==> src/rtl/major_state_sequencer.sv <==
// Major-state sequencer: Fetch/Auto1/Auto2/Ind plus NPHASES execute phases, each a 2-clock ck level with a stb.
// Optional single-step start input STEP is enabled by defining SEQ_SINGLE_STEP_EN.
module major_state_sequencer #(
    parameter int NPHASES = 6,
    parameter int PW      = 4
) (
`ifdef SEQ_SINGLE_STEP_EN
    input  logic               STEP,
`endif
    input  logic               CLK,
    input  logic               RESET,
    input  logic               RUN,
    input  logic               HALT,
    input  logic               DONE,
    input  logic [1:0]         SEQTYPE,
    output logic               ckFetch,
    output logic               ckAuto1,
    output logic               ckAuto2,
    output logic               ckInd,
    output logic               stbFetch,
    output logic               stbAuto1,
    output logic               stbAuto2,
    output logic               stbInd,
    output logic [NPHASES-1:0] ck,
    output logic [NPHASES-1:0] stb,
    output logic               running,
    output logic               overrun
);

    typedef enum logic [2:0] {
        S_IDLE,
        S_FETCH,
        S_AUTO1,
        S_AUTO2,
        S_IND,
        S_EXEC
    } state_t;

    localparam logic [PW-1:0] LAST = PW'(NPHASES);

    state_t        state, state_n;
    logic [PW-1:0] phase, phase_n;
    logic          cyc_b, cyc_b_n;
    logic          overrun_n;
    logic          single, single_n;
    logic          run_s1, run_s2, run_s3;
    logic          start_run, start_step, go, inst_end, phase_ok;

    assign start_run = run_s2 & ~run_s3;
    assign go        = (start_run | start_step) & ~HALT;
    assign phase_ok  = (phase != '0) && (phase <= LAST);

`ifdef SEQ_SINGLE_STEP_EN
    logic step_s1, step_s2, step_s3;

    always_ff @(posedge CLK or posedge RESET) begin
        if (RESET) begin
            step_s1 <= 1'b0;
            step_s2 <= 1'b0;
            step_s3 <= 1'b0;
        end else begin
            step_s1 <= STEP;
            step_s2 <= step_s1;
            step_s3 <= step_s2;
        end
    end

    assign start_step = step_s2 & ~step_s3;
`else
    assign start_step = 1'b0;
`endif

    always_ff @(posedge CLK or posedge RESET) begin
        if (RESET) begin
            run_s1  <= 1'b0;
            run_s2  <= 1'b0;
            run_s3  <= 1'b0;
            state   <= S_IDLE;
            phase   <= '0;
            cyc_b   <= 1'b0;
            overrun <= 1'b0;
            single  <= 1'b0;
        end else begin
            run_s1  <= RUN;
            run_s2  <= run_s1;
            run_s3  <= run_s2;
            state   <= state_n;
            phase   <= phase_n;
            cyc_b   <= cyc_b_n;
            overrun <= overrun_n;
            single  <= single_n;
        end
    end

    always_comb begin
        state_n   = state;
        phase_n   = phase;
        cyc_b_n   = cyc_b;
        overrun_n = overrun;
        single_n  = single;
        inst_end  = 1'b0;
        case (state)
            S_IDLE: begin
                cyc_b_n = 1'b0;
                phase_n = '0;
                if (go) begin
                    state_n   = S_FETCH;
                    overrun_n = 1'b0;
                    single_n  = start_step & ~start_run;
                end
            end
            S_EXEC: begin
                // A corrupted phase counter abandons the instruction rather than wrapping
                if (!phase_ok) begin
                    state_n = S_IDLE;
                    cyc_b_n = 1'b0;
                    phase_n = '0;
                end else if (!cyc_b) begin
                    cyc_b_n = 1'b1;
                end else begin
                    cyc_b_n = 1'b0;
                    if (DONE) begin
                        inst_end = 1'b1;
                    end else if (phase < LAST) begin
                        phase_n = phase + PW'(1);
                    end else begin
                        inst_end  = 1'b1;
                        overrun_n = 1'b1;
                    end
                end
            end
            default: begin
                if (!cyc_b) begin
                    cyc_b_n = 1'b1;
                end else begin
                    cyc_b_n = 1'b0;
                    case (state)
                        S_FETCH: begin
                            case (SEQTYPE)
                                2'b01:   state_n = S_IND;
                                2'b11:   state_n = S_AUTO1;
                                default: begin
                                    state_n = S_EXEC;
                                    phase_n = PW'(1);
                                end
                            endcase
                        end
                        S_AUTO1: state_n = S_AUTO2;
                        S_AUTO2: state_n = S_IND;
                        default: begin
                            state_n = S_EXEC;
                            phase_n = PW'(1);
                        end
                    endcase
                end
            end
        endcase
        // HALT is only honoured at an instruction boundary
        if (inst_end) begin
            phase_n = '0;
            state_n = (HALT | single) ? S_IDLE : S_FETCH;
        end
    end

    always_comb begin
        ckFetch  = (state == S_FETCH);
        ckAuto1  = (state == S_AUTO1);
        ckAuto2  = (state == S_AUTO2);
        ckInd    = (state == S_IND);
        stbFetch = ckFetch & cyc_b;
        stbAuto1 = ckAuto1 & cyc_b;
        stbAuto2 = ckAuto2 & cyc_b;
        stbInd   = ckInd & cyc_b;
        ck       = '0;
        stb      = '0;
        for (int i = 0; i < NPHASES; i++) begin
            ck[i]  = (state == S_EXEC) && (phase == PW'(i + 1));
            stb[i] = ck[i] & cyc_b;
        end
        running  = (state != S_IDLE);
    end

endmodule

==> config.mk <==
export PLATFORM = sky130hd
export DESIGN_NAME = major_state_sequencer
export DESIGN_NICKNAME = d
export VERILOG_FILES = /design/src/rtl/major_state_sequencer.sv
export SDC_FILE = /design/constraint.sdc
export NUM_CORES = 1
export LEC_CHECK = 0
export ABC_AREA = 1
export CAP_MARGIN = 15
export CORE_ASPECT_RATIO = 1.5
export CORE_MARGIN = 2
export CORE_UTILIZATION = 40
export DETAILED_ROUTE_END_ITERATION = 10
export HOLD_SLACK_MARGIN = 0.05
export PLACE_DENSITY = 0.71
export SLEW_MARGIN = 10
export SYNTH_ARGS = -nofsm -noshare
export SYNTH_HDL_FRONTEND = slang
export SYNTH_SLANG_ARGS = --single-unit
==> constraint.sdc <==
create_clock -name CLK -period 1.3 [get_ports CLK]
set_input_delay 0.26 -clock CLK [delete_from_list [all_inputs] [get_ports CLK]]
set_output_delay 0.26 -clock CLK [all_outputs]
set_load 0.01 [all_outputs]
# After elaboration in Yosys (flattened, before gate mapping)
# Cells that the tools add are included.
[op_classes]
n_mul = 0
n_bitwise = 14
shift = 0
n_addsub = 1
n_eq_ne = 25
reduce_logical = 17
n_mux = 31
order_cmp = 2
div = 0
[ops]
columns = ["operator", "n"]
rows = [
  ["2-to-1 mux 4 bit", 7],
  ["one-hot mux 4 bit (2 select lines)", 2],
  ["2-to-1 mux 1 bit", 13],
  ["bitwise AND 1 bit", 12],
  ["equality test 4 x 3 -> 1 bit (second input constant)", 3],
  ["2-to-1 mux 3 bit", 4],
  ["inequality test 4 bit (second input constant)", 3],
  ["one-hot mux 3 bit (2 select lines)", 2],
  ["AND reduction 6 bit", 2],
  ["inequality test 2 bit (second input constant)", 5],
  ["one-hot mux 3 bit (3 select lines)", 1],
  ["equality test 4 x 2 -> 1 bit (second input constant)", 2],
  ["nonzero test 4 bit", 2],
  ["logical AND 1 bit", 7],
  ["equality test 3 x 2 -> 1 bit (second input constant)", 2],
  ["equality test 3 bit (second input constant)", 2],
  ["inequality test 3 bit (second input constant)", 2],
  ["inequality test 5 x 2 -> 1 bit (second input constant)", 1],
  ["adder 4 x 1 -> 4 bit (second input constant)", 1],
  ["equality test 4 x 1 -> 1 bit (second input constant)", 1],
  ["less-or-equal comparator 4 x 3 -> 1 bit (second input constant)", 1],
  ["< comparator 4 x 3 -> 1 bit (second input constant)", 1],
  ["inequality test 4 x 1 -> 1 bit (second input constant)", 1],
  ["one-hot mux 1 bit (2 select lines)", 2],
  ["other kinds (9)", 11],
]
[totals]
out_inout_bits = 22
input_bits = 7
mem_count = 0
register_bits = 12
romBits = 0
elab_cells = 97
mem_bits_rw = 0
latchBits = 0

# Longest topological paths before layout
[depth]
ltp_word = 8
depth_mapped = 10
ltp_nobuf = 10

# Worst setup path after synthesis
# OpenSTA, ideal clock, no wires.
[synth_timing]
kind = "register to register"
startpoint = "register phase[0]"
endpoint = "register overrun"
synth_period_minus_slack_ns = 1.417
t_required_ns = 1.183
stages_incl_launch_ff = 10
arrival_ns = 1.300
path_buffers = 0
setup_slack_ns = -0.117
setup_ns = 0.117
path_cell_list = "dfrtp_1 > inv_1 > ha_1 > nand3_1 > nand2_2 > nand2_1 > a21oi_1 > nand3_1 > nand2_1 > nand2_1"
[synth_via]
elab_chain_len = 4
word_cells_on_any_way = 7
cone_classes = "2 x order compare; 2 x eq/ne; 3 x reduce/logical"
[synth_lines]
columns = ["item", "line_no", "source"]
rows = [
  ["start, declared", "42", "logic [PW-1:0] phase, phase_n;"],
  ["start signal, assigned", "88", "phase <= phase_n;"],
  ["less-or-equal comparator 4 x 3 -> 1 bit or nonzero test 4 bit (tied branches)", "51", "assign phase_ok = (phase != '0) && (phase <= LAST);"],
  ["logical AND 1 bit", "51", ""],
  ["inequality test 2 bit (no source line)", "n/a", ""],
  ["AND reduction 6 bit (no source line) (*)", "n/a", ""],
  ["end signal, assigned", "90", "overrun <= overrun_n;"],
  ["end, declared", "27", "output logic overrun"],
]
# Mark *: on every way between the ends. The rest lies on a longest branch, timed or not.
# A chain may end at the register's enable or synchronous reset.

# Final worst setup path
[layout_timing]
startpoint = "register phase[0]"
endpoint = "output stb[1]"
[layout_via]
elab_chain_len = 3
[layout_lines]
columns = ["item", "line_no", "source"]
rows = [
  ["equality test 4 x 2 -> 1 bit", "177", "ck[i] = (state == S_EXEC) && (phase == PW'(i + 1));"],
  ["logical AND 1 bit", "177", ""],
  ["bitwise AND 1 bit", "178", "stb[i] = ck[i] & cyc_b;"],
  ["end, declared", "25", "output logic [NPHASES-1:0] stb,"],
]
# No other way between the ends.

==> flow_summary_export.csv <==
group,metric,value,unit
run_status,result_of_the_run,"finished with violations",
run_status,violations,"negative setup slack",
power_and_ir_drop,share_comb_of_total_power,83.5,%
placement,placement.io_buffers,28,
route,ant_nets,0,
synth,synthArstFlopShare,100,%
route,post_drt_wl_per_cell,18.3,um
power_and_ir_drop,share_clk_of_total_power,4.4,%
synth,synth.yosys.seq_area_share,31.7,%
placement,dp.final_hpwl,2.13,mm
final_layout,antennaDiodeCount,0,
synth,synth-seq-cells,12,
final_layout,ratio_of_cells_with_drive_above_1_in_the_final_layout,66.8,%
synth,netlist_instances,127,
worst_setup_path,timing.critical_path.to_type,"primary output",
timing,rsz0062_at_grt,"true",
global_routing,grt.met3_usage,0.860,%
worst_setup_path,critPathMaxFanout,3,
worst_setup_path,critPathRequiredTime,1.04,ns
clock_tree,cts_tree,"yes",
worst_setup_path,arrival,1.47,ns
global_routing,globalRoute.busiestLayer,"met2",
clock_tree,insertion_delay,0.27,ns
route,via_count,1246,
synth,synth_cell_types,24,
synth,ys.warnings.count,0,
power_and_ir_drop,cellPowerDensity,2590,mW/mm^2
timing,drv_slew,0,
timing,clock-skew-final,0.00215,ns
floorplanning,die_w,43.7,um
final_layout,nets,221,
global_routing,grt_util_met2,47.6,%
route,drt_drc_violations_left,0,
synth,edff_count_synth,0,
clock_tree,numClockSinks,12,
power_and_ir_drop,power.static_leakage,0.959,nW
timing,finalSetupViolCount,30,
timing,fmax,579,MHz
global_routing,grt_util_met1,31.3,%
global_routing,overflow,0,
timing,report.final.hold_viol_count,0,
floorplanning,chipHeight,63.6,um
final_layout,post-route-util,87.8,%
global_routing,antenna_found_initial,0,
worst_setup_path,crit_start_category,"flop",
clock_tree,clk_transition_reported_paths,0.07,ns
timing,fin_setup_tns,-9.42,ns
synth,netlist_area,947,um^2
power_and_ir_drop,internal-power,2.60,mW
timing,tightest_slew,0.466,ns
timing,layout_min_cycle_time,1.73,ns
final_layout,n_fill_cell,99,
synth,commonest_cells_in_the_netlist,"sky130_fd_sc_hd__nand2_1, sky130_fd_sc_hd__inv_1, sky130_fd_sc_hd__dfrtp_1",
final_layout,area_growth,107,%
clock_tree,ctsLongestPathBuffers,2,
synth,yosys.cell_count.top_type,"sky130_fd_sc_hd__nand2_1",
clock_tree,htree_num_levels,1,
worst_hold_path,worstHoldPathType,"primary input to asynchronous set/reset pin",
power_and_ir_drop,vdd_drop_max,1750,uV
floorplanning,rows,21,
global_routing,grt_start_max_net_pins,13,
timing,min_period_over_period,133,%
clock_tree,cts_inserted_buffers,3,
synth,synthDominantCellAreaShare,31.7,%
synth,synth_area_per_cell,7.46,um^2
worst_setup_path,criticalPathCategory,"flop to primary output",
power_and_ir_drop,net-switching-power,2.49,mW
synth,synth_ff_type,"sky130_fd_sc_hd__dfrtp_1",
route,avgViaCountPerCell,5.39,
floorplanning,fp.dieArea,0.00278,mm^2
floorplanning,floorplan.core_area,0.00223,mm^2
synth,synthTopCellsByArea,"sky130_fd_sc_hd__dfrtp_1, sky130_fd_sc_hd__nand2_1, sky130_fd_sc_hd__inv_1, sky130_fd_sc_hd__nand3_4, sky130_fd_sc_hd__ha_1",
placement,place_worst_setup_slack,-0.553,ns
timing,max-slew-margin-rel,68.9,%
global_routing,groute.usage.overall,27.2,%
timing,least_setup_slack_across_all_paths_after_layout,-0.428,ns
global_routing,grt_first_pass_wirelength,5.66,mm
floorplanning,io_pins,29,
clock_tree,cts_hold_buffers,0,
route,drtIter0Drc,47,
route,postRouteWirelength,4.24,mm
placement,place.gp.congestion,0.896,
floorplanning,initial_core_util,42.4,%
route,drt_pre_antenna_iters,4,
synth,synth_area_leader_cell,"sky130_fd_sc_hd__dfrtp_1",
job,cap_viol_max_count,0,
global_routing,first_global_vias,1228,
clock_tree,cts.root.buffer_cell,"sky130_fd_sc_hd__clkbuf_4",
timing,whs,0.292,ns
power_and_ir_drop,p_seq_share,12.1,%
power_and_ir_drop,finalPower,5.09,mW
power_and_ir_drop,netSwitchingFraction,48.9,%
synth,syn-num-nets,138,
[worst paths after layout]
path	startpoint	to	slack (ns)	cells past startpoint
max	phase[0]	stb[1]	-0.43	5
min	RESET	phase[1]	0.29	2
max reg2reg	state[0]	state[2]	-0.37	9
min reg2reg	run_s1	run_s2	0.37	0
max in group asynchronous	RESET	state[2]	0.66	2
min in group CLK	run_s1	run_s2	0.37	0
[critical path: stages, from the launching register on]
cell,delay (ns)
sky130_fd_sc_hd__dfrtp_1,0.41
sky130_fd_sc_hd__inv_2,0.14
sky130_fd_sc_hd__ha_4,0.17
sky130_fd_sc_hd__inv_1,0.08
sky130_fd_sc_hd__nor3_1,0.22
sky130_fd_sc_hd__buf_2,0.17
[placed cells by master (no fill, tap or decap), types with 3 or more instances in the layout]
| cell type | n |
|---|---|
| sky130_fd_sc_hd__nand3_4 | 5 |
| sky130_fd_sc_hd__nor3_4 | 3 |
| sky130_fd_sc_hd__nand3_1 | 7 |
| sky130_fd_sc_hd__nor2_4 | 5 |
| sky130_fd_sc_hd__buf_6 | 24 |
| sky130_fd_sc_hd__clkdlybuf4s50_1 | 6 |
| sky130_fd_sc_hd__ha_4 | 4 |
| sky130_fd_sc_hd__inv_2 | 9 |
| sky130_fd_sc_hd__nor2_2 | 3 |
| sky130_fd_sc_hd__inv_4 | 6 |
| sky130_fd_sc_hd__o21ai_1 | 3 |
| sky130_fd_sc_hd__buf_2 | 15 |
| sky130_fd_sc_hd__nand2_4 | 3 |
| sky130_fd_sc_hd__nand2_2 | 8 |
| sky130_fd_sc_hd__nor2_1 | 7 |
| sky130_fd_sc_hd__inv_1 | 6 |
| sky130_fd_sc_hd__nor3_2 | 6 |
| sky130_fd_sc_hd__buf_4 | 29 |
| sky130_fd_sc_hd__clkbuf_4 | 3 |
| sky130_fd_sc_hd__dfrtp_1 | 11 |
| sky130_fd_sc_hd__nand2_1 | 21 |
[routing by layer]
layer  routed length, um  share of wire [%]
met3                 122                2.9
met5                   0                  0
met2                2350                 56
met1                1610                 38
met4                 149                3.5
[stage by stage]
stage | instance area (um^2) | instances
after floorplan | 971 | 127
after global placement | 1490 | 206
after detailed placement | 1490 | 206
after CTS | 1760 | 225
after global routing | 1960 | 231
final | 1960 | 231
[sequential cells by signal, summed over array words and instances (netlist names)]
register and flops:
cyc_b 1, overrun 1, run_s2 1, phase 4
run_s3 1, run_s1 1, state 3
[cells by family (layout without fill, tap and decap cells)]
| group | Yosys count | in the layout | synth area share (%) |
|---|---|---|---|
| AOI/OAI and AO/OA | 7 | 7 | 3.70 |
| xor gates and xnor gates | 1 | 1 | 0.925 |
| adders and majority gates | 4 | 4 | 5.28 |
| buffers and inverters | 23 | 104 | 9.91 |
| DFF | 12 | 12 | 31.7 |
| and+or+nand+nor | 80 | 80 | 48.5 |
[area by class of cell]
| cell class | count | area (um^2) | share of cell area (%) |
|---|---|---|---|
| multi-input combinational | 92 | 830 | 42.3 |
| timing repair buffer | 79 | 682 | 34.8 |
| sequential | 12 | 302 | 15.4 |
| inverter | 22 | 97.6 | 4.97 |
| tap | 23 | 28.8 | 1.47 |
| clock buffer | 3 | 22.5 | 1.15 |
[power groups by stage]
stage	sequential [mW]	combinational, mW	clock [mW]
after global placement	0.606	2.47	0
after floorplan	0.596	1.48	0
final	0.616	4.25	0.226
after global routing	0.628	4.47	0.239
after CTS	0.583	3.44	0.231
after detailed placement	0.612	2.55	0
[timing repair]
item,4_1_cts,5_1_grt
setup endpoints to repair,31,30
setup buffers,17,7
resized for setup,137,41
pin swaps,9,12
cloned,0,0
No activity file was read; power rests on OpenSTA's default activity.
